## src/rtl/bit_serial_adder_pkg.sv

```systemverilog
// Shared types for the bit-serial adder.
package bit_serial_adder_pkg;

    typedef enum logic [1:0] {
        IDLE = 2'd0,
        RUN  = 2'd1,
        DONE = 2'd2
    } state_t;

endpackage

```

## src/rtl/bit_serial_adder_fa.sv

```systemverilog
// Single-bit full-adder cell driven by the serial adder each cycle.
module bit_serial_adder_fa (
    input  logic A,
    input  logic B,
    input  logic X,
    output logic S,
    output logic C
);

    // Sum and carry of one bit position.
    assign S = A ^ B ^ X;
    assign C = (A & B) | (X & (A ^ B));

endmodule

```

## src/rtl/bit_serial_adder.sv

```systemverilog
// LSB-first bit-serial adder: one full-adder cell, registered carry loop,
// valid/ready handshakes on the operand and result sides.
module bit_serial_adder
    import bit_serial_adder_pkg::*;
#(
    parameter int unsigned WIDTH = 8
) (
    input  logic             CLK,
    input  logic             RST_N,
    input  logic             IN_VALID,
    output logic             IN_READY,
    input  logic [WIDTH-1:0] A,
    input  logic [WIDTH-1:0] B,
    input  logic             CIN,
    output logic             OUT_VALID,
    input  logic             OUT_READY,
    output logic [WIDTH-1:0] SUM,
    output logic             COUT,
    output logic             OVF,
    output logic             BUSY
);

    localparam int unsigned CNT_W = $clog2(WIDTH + 1);

    state_t             state_q, state_d;
    logic [WIDTH-1:0]   a_sr_q, a_sr_d;
    logic [WIDTH-1:0]   b_sr_q, b_sr_d;
    logic [WIDTH-1:0]   sum_sr_q, sum_sr_d;
    logic               carry_q, carry_d;
    logic [CNT_W-1:0]   cnt_q, cnt_d;
    logic               in_ready_q, in_ready_d;
    logic               out_valid_q, out_valid_d;
    logic               busy_q, busy_d;
    logic [WIDTH-1:0]   sum_q, sum_d;
    logic               cout_q, cout_d;
    logic               ovf_q, ovf_d;

    logic               fa_s;
    logic               fa_c;
    logic [WIDTH:0]     sum_ext;
    logic               last_bit;

    bit_serial_adder_fa u_fa (
        .A (a_sr_q[0]),
        .B (b_sr_q[0]),
        .X (carry_q),
        .S (fa_s),
        .C (fa_c)
    );

    // New sum bit enters at the MSB; dropping bit 0 also works for WIDTH=1.
    assign sum_ext  = {fa_s, sum_sr_q};
    assign last_bit = (cnt_q == CNT_W'(WIDTH - 1));

    // State and datapath registers.
    always_ff @(posedge CLK or negedge RST_N) begin
        if (!RST_N) begin
            state_q     <= IDLE;
            a_sr_q      <= '0;
            b_sr_q      <= '0;
            sum_sr_q    <= '0;
            carry_q     <= 1'b0;
            cnt_q       <= '0;
            in_ready_q  <= 1'b0;
            out_valid_q <= 1'b0;
            busy_q      <= 1'b0;
            sum_q       <= '0;
            cout_q      <= 1'b0;
            ovf_q       <= 1'b0;
        end else begin
            state_q     <= state_d;
            a_sr_q      <= a_sr_d;
            b_sr_q      <= b_sr_d;
            sum_sr_q    <= sum_sr_d;
            carry_q     <= carry_d;
            cnt_q       <= cnt_d;
            in_ready_q  <= in_ready_d;
            out_valid_q <= out_valid_d;
            busy_q      <= busy_d;
            sum_q       <= sum_d;
            cout_q      <= cout_d;
            ovf_q       <= ovf_d;
        end
    end

    // Next-state and next-register logic; every register holds by default.
    always_comb begin
        state_d     = state_q;
        a_sr_d      = a_sr_q;
        b_sr_d      = b_sr_q;
        sum_sr_d    = sum_sr_q;
        carry_d     = carry_q;
        cnt_d       = cnt_q;
        in_ready_d  = in_ready_q;
        out_valid_d = out_valid_q;
        sum_d       = sum_q;
        cout_d      = cout_q;
        ovf_d       = ovf_q;

        case (state_q)
            IDLE: begin
                in_ready_d = 1'b1;
                if (IN_VALID && in_ready_q) begin
                    a_sr_d     = A;
                    b_sr_d     = B;
                    carry_d    = CIN;
                    cnt_d      = '0;
                    sum_sr_d   = '0;
                    in_ready_d = 1'b0;
                    state_d    = RUN;
                end
            end
            RUN: begin
                sum_sr_d = sum_ext[WIDTH:1];
                a_sr_d   = a_sr_q >> 1;
                b_sr_d   = b_sr_q >> 1;
                carry_d  = fa_c;
                cnt_d    = cnt_q + CNT_W'(1);
                if (last_bit) begin
                    sum_d       = sum_ext[WIDTH:1];
                    cout_d      = fa_c;
                    // carry_q is the carry into the MSB at this point
                    ovf_d       = carry_q ^ fa_c;
                    out_valid_d = 1'b1;
                    state_d     = DONE;
                end
            end
            DONE: begin
                if (OUT_READY) begin
                    out_valid_d = 1'b0;
                    in_ready_d  = 1'b1;
                    state_d     = IDLE;
                end
            end
            default: begin
                in_ready_d  = 1'b0;
                out_valid_d = 1'b0;
                state_d     = IDLE;
            end
        endcase

        busy_d = (state_d != IDLE);
    end

    assign IN_READY  = in_ready_q;
    assign OUT_VALID = out_valid_q;
    assign BUSY      = busy_q;
    assign SUM       = sum_q;
    assign COUT      = cout_q;
    assign OVF       = ovf_q;

endmodule

```

## config.mk

```make
export PLATFORM = sky130hd
export DESIGN_NAME = bit_serial_adder
export DESIGN_NICKNAME = d
export VERILOG_FILES = /design/src/rtl/bit_serial_adder_pkg.sv /design/src/rtl/bit_serial_adder_fa.sv /design/src/rtl/bit_serial_adder.sv
export SDC_FILE = /design/constraint.sdc
export NUM_CORES = 1
export LEC_CHECK = 0
export CELL_PAD_IN_SITES_DETAIL_PLACEMENT = 0
export CELL_PAD_IN_SITES_GLOBAL_PLACEMENT = 1
export CORE_UTILIZATION = 37
export DETAILED_ROUTE_END_ITERATION = 8
export PLACE_DENSITY = 0.84
export SLEW_MARGIN = 20
export SYNTH_ARGS = -nofsm -noshare
export SYNTH_HDL_FRONTEND = slang
export SYNTH_SLANG_ARGS = --single-unit
```

## constraint.sdc

```tcl
create_clock -name CLK -period 1.29 [get_ports CLK]
set_input_delay 0.3225 -clock CLK [delete_from_list [all_inputs] [get_ports CLK]]
set_output_delay 0.3225 -clock CLK [all_outputs]
set_load 0.1 [all_outputs]
```

==> results of run 1 <==
[cells by family (layout without fill, tap and decap cells)]
group                      after synthesis  in the layout
and+or+nand+nor                         64             64
AOI/OAI and AO/OA                       44             44
adders and majority gates                2              2
xor gates and xnor gates                 2              2
buffers and inverters                   19             85
muxes                                   15             15
DFF                                     43             43
[final cells by class]
cell class | count | area share (%)
Clock inverter | 2 | 0.3903
Timing Repair Buffer | 71 | 29.12
Inverter | 6 | 0.7026
Multi-Input combinational cell | 127 | 31.11
Tap cell | 70 | 2.732
Clock buffer | 6 | 2.264
Sequential cell | 43 | 33.68
[layout by cell type, fill, tap and decap left out, types with 2 or more instances in the layout]
| cell | Yosys | layout |
|---|---|---|
| sky130_fd_sc_hd__dfrtp_1 | 43 | 42 |
| sky130_fd_sc_hd__a21oi_4 | 0 | 9 |
| sky130_fd_sc_hd__mux2_2 | 8 | 3 |
| sky130_fd_sc_hd__buf_6 | 6 | 6 |
| sky130_fd_sc_hd__a21o_1 | 2 | 2 |
| sky130_fd_sc_hd__nand3_1 | 9 | 5 |
| sky130_fd_sc_hd__mux2_4 | 0 | 5 |
| sky130_fd_sc_hd__clkbuf_8 | 0 | 5 |
| sky130_fd_sc_hd__buf_4 | 2 | 19 |
| sky130_fd_sc_hd__clkbuf_16 | 0 | 3 |
| sky130_fd_sc_hd__nor2_1 | 15 | 15 |
| sky130_fd_sc_hd__inv_1 | 6 | 6 |
| sky130_fd_sc_hd__nand2_4 | 0 | 2 |
| sky130_fd_sc_hd__a21oi_1 | 10 | 3 |
| sky130_fd_sc_hd__o21ai_0 | 7 | 2 |
| sky130_fd_sc_hd__buf_12 | 1 | 20 |
| sky130_fd_sc_hd__o21ai_1 | 1 | 6 |
| sky130_fd_sc_hd__a21oi_2 | 21 | 19 |
| sky130_fd_sc_hd__mux2i_1 | 7 | 7 |
| sky130_fd_sc_hd__nand2_1 | 33 | 27 |
| sky130_fd_sc_hd__nand3_2 | 0 | 4 |
| sky130_fd_sc_hd__nand2_2 | 0 | 4 |
| sky130_fd_sc_hd__clkdlybuf4s50_1 | 0 | 19 |
[power by group through the flow]
stage	logic (W)	clock network [W]	registers (W)
floorplan	0.00202	0	0.00371
global placement	0.00482	0	0.00243
detailed placement	0.00491	0	0.00246
CTS	0.00507	0.000862	0.00244
global route	0.00621	0.000919	0.00255
finish	0.00583	0.000864	0.00246
[state kept, by name (all words and copies together), names as in the netlist, 2 cells and up]
| signal | count |
|---|---|
| a_sr_q | 8 |
| cnt_q | 4 |
| state_q | 2 |
| b_sr_q | 8 |
| SUM | 8 |
| sum_sr_q | 7 |
[worst max-delay path by stage]
stage,start,end,slack (ps),cells past startpoint
after global routing,cnt_q[0],SUM[1],-230,5
after CTS,cnt_q[0],OVF,-120,5
after floorplan,IN_READY,a_sr_q[0],-130,5
final,cnt_q[1],SUM[1],-130,5
after global placement,IN_VALID,b_sr_q[7],-250,5
after detailed placement,IN_VALID,b_sr_q[7],-300,5
[per-stage QoR]
step | setup TNS [ps] | util, % | setup slack (ps) | std cells | hold slack, ps
after floorplan | -1974 | - | -129.5 | 189 | 26.91
after global placement | -5995 | 52.45 | -252.0 | 301 | 302.2
after detailed placement | -7240 | 52.45 | -297.0 | 301 | 299.9
after CTS | -1299 | 55.87 | -120.7 | 316 | 508.9
after global routing | -3463 | 61.59 | -233.9 | 325 | 540.2
final | -1314 | 61.59 | -126.7 | 325 | 503.7
[critical path: stages, from the launching register on]
cell and delay (ps):
sky130_fd_sc_hd__dfrtp_1 370, sky130_fd_sc_hd__ha_2 210, sky130_fd_sc_hd__nand2_4 60, sky130_fd_sc_hd__nor3_4 170
sky130_fd_sc_hd__buf_12 160, sky130_fd_sc_hd__mux2_2 320
[metal layers]
layer	share of wire [%]	global-route usage, %
met1	45	20.85
met4	1.5	5.769
met2	51	26.13
met5	0	0
met3	2.9	2.515
[what timing repair did]
action                                 4_1_cts  5_1_grt
buffers inserted                             5        6
resized for setup                            4       38
hold buffers                                 1        0
cloned                                       1        4
endpoints found under the hold margin       17        0
pin swaps                                    3       11
setup endpoints to repair                   20       42
==> impl_metrics.ini, run 1 <==
[synth]
portion_of_netlist_area_occupied_by_mux_cells_pct = 7.848
main_combinational_cell_family_by_area_after_synthesis = compound AO/OA/AOI/OAI gates
synth_largest_type_area_fraction_pct = 52.73
synth_cell_types = 31
post_synth_fa_ha_maj_area_fraction_pct = 1.594
yosys.area.top_type = sky130_fd_sc_hd__dfrtp_1
synth-edff-count = 0
synth.cells.most_frequent = sky130_fd_sc_hd__dfrtp_1 (43), sky130_fd_sc_hd__nand2_1 (33), sky130_fd_sc_hd__a21oi_2 (21), sky130_fd_sc_hd__nor2_1 (15), sky130_fd_sc_hd__a21oi_1 (10)
synth_seq_cells = 43
synth_xor_area_share_pct = 0.8584
synth_warn = 0
compound_gate_fraction_of_synth_area_pct = 15.27
synth.top_cells.by_area = sky130_fd_sc_hd__dfrtp_1 (53%), sky130_fd_sc_hd__a21oi_2 (9.0%), sky130_fd_sc_hd__nand2_1 (6.1%), sky130_fd_sc_hd__mux2_2 (4.4%), sky130_fd_sc_hd__mux2i_1 (3.4%)
synth-async-reset-ratio_pct = 100.0
syn_avg_cell_area_um2 = 10.80
netlist_instances = 189
yosysSeqAreaShare_pct = 52.73
synth_ff_type = sky130_fd_sc_hd__dfrtp_1
simple_gate_share_of_the_synthesized_area_pct = 14.65
synth.most_common_cell = sky130_fd_sc_hd__dfrtp_1
syn_nets = 212
syn_area_mm2 = 0.002041

[pwr]
internal_power_w = 0.004973
netSwitchingFraction_pct = 45.71
p_sw_w = 0.004186
power.ir.vdd_worst_mv = 1.273
pwr_density_cell_mw_per_mm2 = 2857
total_power_w = 0.009159
share_comb_of_total_power_pct = 63.7
p_clk_share_pct = 9.4
power.static_leakage_nw = 1.437
seq_power_share_pct = 26.9

[placed_design]
gpl.final_weighted_congestion = 0.6900
port_buffers = 33
postPlaceCellArea_mm2 = 0.002730
detailed_place_hpwl_mm = 2.678

[cells_and_area]
fin_area_mm2 = 0.003206
final_nets = 277
fillers = 429
multiInputGateArea_um2 = 997.2
diodes = 0
layout-drive-gt1-share_pct = 43.92
area_growth_pct = 57.08
area.sequential_mm2 = 0.001080

[critical_path]
flop2flop_setup_slack_ps = -130
crit_path_max_fanout = 9
worstSetupStartpointType = flop
end_kind = flop
reg2reg_from = cnt_q[1]
r2r_end = SUM[1]
category_of_the_most_critical_setup_path = reg -> reg
reg2regPathDepth = 5
cp_data_arrival_time_ps = 1600
critical_path_required_ps = 1480

[floorplanning]
boundaryPins = 34
count_of_standard_cell_rows = 26
dieWidth_um = 76.27
initial_core_util_pct = 39.21
floorplan.die.height_um = 76.27
fp.dieArea_mm2 = 0.005816
placeableCoreArea_mm2 = 0.005205

[outcome]
violations_in_the_final_reports = negative setup slack
outcome = finished, violations left

[clocking]
clk_latency_ps = 300
clock_tree.htree_level_count = 2
cts-buffers-inserted = 5
cts.path.max_buffers = 2
cts.clk_slew.worst_paths_ps = 90
cts_tree = done
clk_root_buffer_cell = sky130_fd_sc_hd__clkbuf_8
clkSinkCount = 43

[routing]
antenna_violating_nets_post_route = 0
initialDrtViolationCount = 74
final_wirelength_mm = 4.636
routed_wire_length_per_instance_um = 14.26
detailroute.via_count = 1555
drt-pass1-iter-count = 4
detail_route.drc_violations = 0
detail_routed_via_count_per_cell = 4.785

[global_route]
grt_first_pass_wirelength_mm = 7.314
globalRouteTotalUtil_pct = 15.79
number_of_antenna_violations_at_the_first_check_in_global_routing = 0
global_route.overflow_total = 0
vias_in_the_first_global_route = 1535
grt_max_degree = 29

[sta]
final.setup.worst_slack_ps = -126.7
slew_headroom_pct = 69.47
max_freq_ghz = 0.7058
timing.final.hold_violations = 0
grt_setup_unrepaired = yes
fin_skew_ps = 10.59
period_share_pct = 109.8
setup_violations = 27
timing.final.max_slew_violations = 0
final_period_minus_worst_setup_slack_ps = 1417
timing_worst_slew_pin_value_ps = 458.0

[worst_hold_path]
hold_path_end = sum_sr_q[1]
worstHoldPathType = reg -> reg
worst_hold_startpoint = sum_sr_q[1]
min_path_cells = 2

[flow_run]
drv.max_cap_violation_count = 0
Note: power is estimated with default switching activity, not from simulation.
==> run 2: changes to the inputs <==
PLACE_DENSITY = not set   (was 0.84)
PLACE_DENSITY_LB_ADDON = 0.25   (was not set)
==> run 2 against run 1 <==
Against the previous run: the run still ends with negative setup slack left; worst setup slack got worse by 21 ps; maximum frequency fell by 1.5%; combinational power grew 12%; total power grew 13%.
==> impl_metrics.ini, run 2 (synthesis gave the netlist of run 1 again) <==
[outcome]
outcome = finished, violations left
violations_in_the_final_reports = negative setup slack

[placed_design]
detailedPlace.worstSlack_ps = -315.7
gpl.final_weighted_congestion = 0.6882
detailed_place_hpwl_mm = 3.013
port_buffers = 33

[sta]
slew_headroom_pct = 75.48
final.setup.worst_slack_ps = -147.7
final_period_minus_worst_setup_slack_ps = 1438
fin_skew_ps = 6.588
setup_violations = 28
timing.final.max_slew_violations = 0
finalSetupTns_ps = -2076
timing.final.hold_violations = 0
max_freq_ghz = 0.6956
grt_setup_unrepaired = yes
period_share_pct = 111.4
timing_worst_slew_pin_value_ps = 367.8
finalHoldWorstSlack_ps = 461.5

[routing]
antenna_violating_nets_post_route = 0
detail_route.drc_violations = 0
detail_routed_via_count_per_cell = 4.838
drt-pass1-iter-count = 4
routed_wire_length_per_instance_um = 16.26
initialDrtViolationCount = 53
final_wirelength_mm = 5.318
detailroute.via_count = 1582

[clocking]
cts_tree = done
cts.clk_slew.worst_paths_ps = 80
clk_root_buffer_cell = sky130_fd_sc_hd__clkbuf_8
cts-buffers-inserted = 5
cts.path.max_buffers = 2
clock_tree.htree_level_count = 2
clk_latency_ps = 300
clkSinkCount = 43

[critical_path]
r2r_end = OVF
critical_path_required_ps = 1480
category_of_the_most_critical_setup_path = reg -> reg
critPathSlowestCell = sky130_fd_sc_hd__dfrtp_1
cp_data_arrival_time_ps = 1630
reg2regPathDepth = 5
worstSetupStartpointType = flop
worst_path_largest_cell_delay_ps = 360
critical_path_cell_count = 5
endpoint = OVF
crit_path_max_fanout = 9
cp_top_family = flip-flops
reg2reg_from = cnt_q[0]
flop2flop_setup_slack_ps = -150
cp-startpoint = cnt_q[0]
cp.buffers_inverters = 1
end_kind = flop
path_cells = ha_2 > nand2_2 > nor3_4 > buf_12 > mux2_4

[pwr]
p_clk_share_pct = 12.1
total_power_w = 0.01035
power.ir.vdd_worst_mv = 1.354
internal_power_w = 0.005736
p_sw_w = 0.004609
pwr_density_cell_mw_per_mm2 = 3006
power.static_leakage_nw = 1.525
share_comb_of_total_power_pct = 63.0
seq_power_share_pct = 24.9
netSwitchingFraction_pct = 44.56

[floorplanning]
boundaryPins = 34
placeableCoreArea_mm2 = 0.005205
fp.dieArea_mm2 = 0.005816
dieWidth_um = 76.27
count_of_standard_cell_rows = 26
floorplan.die.height_um = 76.27
initial_core_util_pct = 39.21

[cells_and_area]
commonest_cells_after_routing_fill_and_taps_aside = sky130_fd_sc_hd__dfrtp_1 (42), sky130_fd_sc_hd__buf_12 (22), sky130_fd_sc_hd__a21oi_2 (20)
area_growth_pct = 68.67
fillers = 400
layout-drive-gt1-share_pct = 52.14
layout.cells.most_common = sky130_fd_sc_hd__dfrtp_1
finalCoreUtilization_pct = 66.13
diodes = 0
final_nets = 279

[flow_run]
drv.max_cap_violation_count = 0

[worst_hold_path]
worstHoldPathType = in -> async

[global_route]
globalRouteTotalUtil_pct = 19.23
grt_first_pass_wirelength_mm = 8.728
global_route.overflow_total = 0
vias_in_the_first_global_route = 1777
grt_max_degree = 29
number_of_antenna_violations_at_the_first_check_in_global_routing = 0
[run 2: power by group through the flow]
stage / clock network, W / registers [W] / logic (W)
after floorplan: 0 / 0.00371 / 0.00202
after global routing: 0.00133 / 0.00266 / 0.00685
after global placement: 0 / 0.00243 / 0.00483
after detailed placement: 0 / 0.00248 / 0.00499
after CTS: 0.00125 / 0.00248 / 0.00607
final: 0.00125 / 0.00258 / 0.00652
[run 2: repair_timing]
item	in CTS	in global routing
endpoints found under the hold margin	12	0
hold buffers	1	0
resized for setup	36	54
setup buffers	12	4
endpoints found under the setup margin	28	42
cloned	5	2
pin swaps	7	33
[run 2: metal layers]
| layer | part of all wire [%] | GRT usage (%) |
|---|---|---|
| met1 | 42 | 23.72 |
| met4 | 1.6 | 6.346 |
| met3 | 3.0 | 3.593 |
| met5 | 0 | 0 |
| met2 | 53 | 33.69 |
[run 2: final cells by class]
class / instances / area [um^2] / area share, %
tap: 70 / 87.58 / 2.545
clock buffer: 6 / 72.57 / 2.108
sequential: 43 / 1080 / 31.37
clock inverter: 2 / 60.06 / 1.745
inverter: 6 / 22.52 / 0.6543
multi-input combinational: 127 / 1129 / 32.79
timing repair buffer: 73 / 991.0 / 28.79
[run 2: worst min-delay path by stage]
stage / from / to / slack (ps) / cells past startpoint
floorplan: RST_N / BUSY / 30 / 0
global placement: RST_N / state_q[1] / 250 / 1
detailed placement: RST_N / OUT_VALID / 260 / 1
CTS: RST_N / OUT_VALID / 480 / 2
global route: RST_N / state_q[1] / 510 / 2
finish: RST_N / state_q[0] / 460 / 2
[run 2: through the flow]
| stage | std cells | instance area [um^2] |
|---|---|---|
| global route | 327 | 3442 |
| finish | 327 | 3442 |
| global placement | 301 | 2730 |
| CTS | 327 | 3248 |
| detailed placement | 301 | 2730 |
| floorplan | 189 | 2072 |
==> run 3: changes to the inputs <==
CORE_ASPECT_RATIO = 2   (was not set)
==> run 3 against run 2 <==
Against the previous run: the run ends with negative hold slack, negative setup slack left; first-iteration DRC count shrank 43%; total power fell by 6.5%; critical path depth did not move; register-to-register slack barely moved; final cell count shrank 5.2%; global-route usage shrank 1.4 points.
==> impl_metrics.ini, run 3 (synthesis gave the netlist of run 1 again) <==
[placed_design]
port_buffers = 33
gpl.final_weighted_congestion = 0.7104
dp.cells = 288
detailedPlace.worstSlack_ps = -314.6
detailed_place_hpwl_mm = 2.996

[cells_and_area]
diodes = 0
final_cell_count_no_fill = 310
area_growth_pct = 59.96
commonest_cells_after_routing_fill_and_taps_aside = sky130_fd_sc_hd__dfrtp_1 (42), sky130_fd_sc_hd__nand2_1 (24), sky130_fd_sc_hd__a21oi_2 (21)
finalCoreUtilization_pct = 62.40
layout-drive-gt1-share_pct = 46.03
layout.cells.most_common = sky130_fd_sc_hd__dfrtp_1
final_nets = 274

[floorplanning]
placeableCoreArea_mm2 = 0.005231
fp.dieArea_mm2 = 0.005834
dieWidth_um = 54.52
count_of_standard_cell_rows = 37
floorplan.die.height_um = 107.0
boundaryPins = 34
initial_core_util_pct = 39.01

[sta]
timing.final.hold_violations = 19
final_period_minus_worst_setup_slack_ps = 1435
setup_violations = 24
slew_headroom_pct = 77.89
max_freq_ghz = 0.6969
finalHoldWorstSlack_ps = -18.62
timing.final.max_slew_violations = 0
grt_setup_unrepaired = yes
fin_skew_ps = 4.305
timing_worst_slew_pin_value_ps = 331.6
final.setup.worst_slack_ps = -145.0
period_share_pct = 111.2
finalSetupTns_ps = -1791

[clocking]
clk_root_buffer_cell = sky130_fd_sc_hd__clkbuf_8
cts.clk_slew.worst_paths_ps = 80
cts_tree = done
cts-buffers-inserted = 5
cts.path.max_buffers = 2
clkSinkCount = 43
clock_tree.htree_level_count = 2
clk_latency_ps = 300

[critical_path]
critical_path_required_ps = 1480
critPathSlowestCell = sky130_fd_sc_hd__dfrtp_1
cp_top_family = flip-flops
category_of_the_most_critical_setup_path = reg -> reg
worstSetupStartpointType = flop
cp_data_arrival_time_ps = 1620
path_cells = ha_2 > nand2_2 > nor3_4 > buf_12 > mux2_2
worst_path_largest_cell_delay_ps = 360
crit_path_max_fanout = 9
cp.buffers_inverters = 1
end_kind = flop

[pwr]
power.static_leakage_nw = 1.471
power.ir.vdd_worst_mv = 2.062
seq_power_share_pct = 26.0
p_sw_w = 0.004319
pwr_density_cell_mw_per_mm2 = 2962
p_clk_share_pct = 11.4
internal_power_w = 0.005349
netSwitchingFraction_pct = 44.67
share_comb_of_total_power_pct = 62.6

[global_route]
vias_in_the_first_global_route = 1642
grt_max_degree = 44
grt_first_pass_wirelength_mm = 7.548
number_of_antenna_violations_at_the_first_check_in_global_routing = 0
globalRouteTotalUtil_pct = 17.79
global_route.overflow_total = 0

[routing]
detail_route.drc_violations = 0
routed_wire_length_per_instance_um = 16.01
detail_routed_via_count_per_cell = 5.119
initialDrtViolationCount = 30
antenna_violating_nets_post_route = 0
drt-pass1-iter-count = 4
detailroute.via_count = 1587
final_wirelength_mm = 4.963

[outcome]
violations_in_the_final_reports = negative hold slack, negative setup slack
outcome = finished, violations left

[worst_hold_path]
worstHoldPathType = in -> async

[flow_run]
drv.max_cap_violation_count = 0
-- run 3: changes by cell type in the layout (fill, tap and decap cells not counted), sizes merged --
cell,change
buf,-6
bufinv,-1
clkbuf,+2
clkdlybuf4s50,-1
clkinv,+1
dlygate4sd2,+1
dlygate4sd3,-1
-- run 3: final timing paths --
check                       startpoint           to  slack, ps  cells past startpoint
setup / recovery              cnt_q[0]       SUM[1]       -140                      5
hold / removal                   RST_N    OUT_VALID        -20                      2
setup reg to reg              cnt_q[0]       SUM[1]       -140                      5
hold reg to reg            sum_sr_q[1]  sum_sr_q[1]        500                      2
max in group asynchronous        RST_N    a_sr_q[6]       1080                      2
min in group CLK           sum_sr_q[1]  sum_sr_q[1]        500                      2
-- run 3: final cells by class --
class / instances / area [um^2]
timing repair buffer: 68 / 924.6
sequential: 43 / 1080
fill: 424 / 1967
clock inverter: 2 / 35.03
tap: 58 / 72.57
inverter: 6 / 22.52
clock buffer: 6 / 82.58
multi-input combinational: 127 / 1047
-- run 3: power by group through the flow --
stage	Clock (W)	Sequential (W)	Combinational [W]
2_1_floorplan	0	0.00371	0.00202
3_3_place_gp	0	0.00244	0.00487
3_5_place_dp	0	0.00247	0.00499
4_1_cts	0.00112	0.00245	0.00532
5_1_grt	0.00117	0.00260	0.00641
6_report	0.00110	0.00251	0.00605
-- run 3: layer usage --
layer | share of wire [%] | GRT usage [%] | up-vias
met5 | 0 | 0 | -
met4 | 1.7 | 5.861 | 0
met3 | 2.6 | 3.688 | 7
met2 | 59 | 32.32 | 32
met1 | 37 | 19.07 | 791
li1 | - | - | 757
-- run 3: per-stage QoR --
step	instance area [um^2]	power [W]
2_1_floorplan	2072	0.005733
3_3_place_gp	2708	0.007310
3_5_place_dp	2708	0.007466
4_1_cts	2972	0.008893
5_1_grt	3264	0.01017
6_report	3264	0.009668
-- run 3: timing repair --
| action | in CTS | in global routing |
|---|---|---|
| setup buffers | 4 | 5 |
| pin swaps | 5 | 29 |
| gates resized for setup | 16 | 42 |
| hold buffers | 0 | 0 |
| cloned | 2 | 4 |
| endpoints found under the setup margin | 25 | 32 |
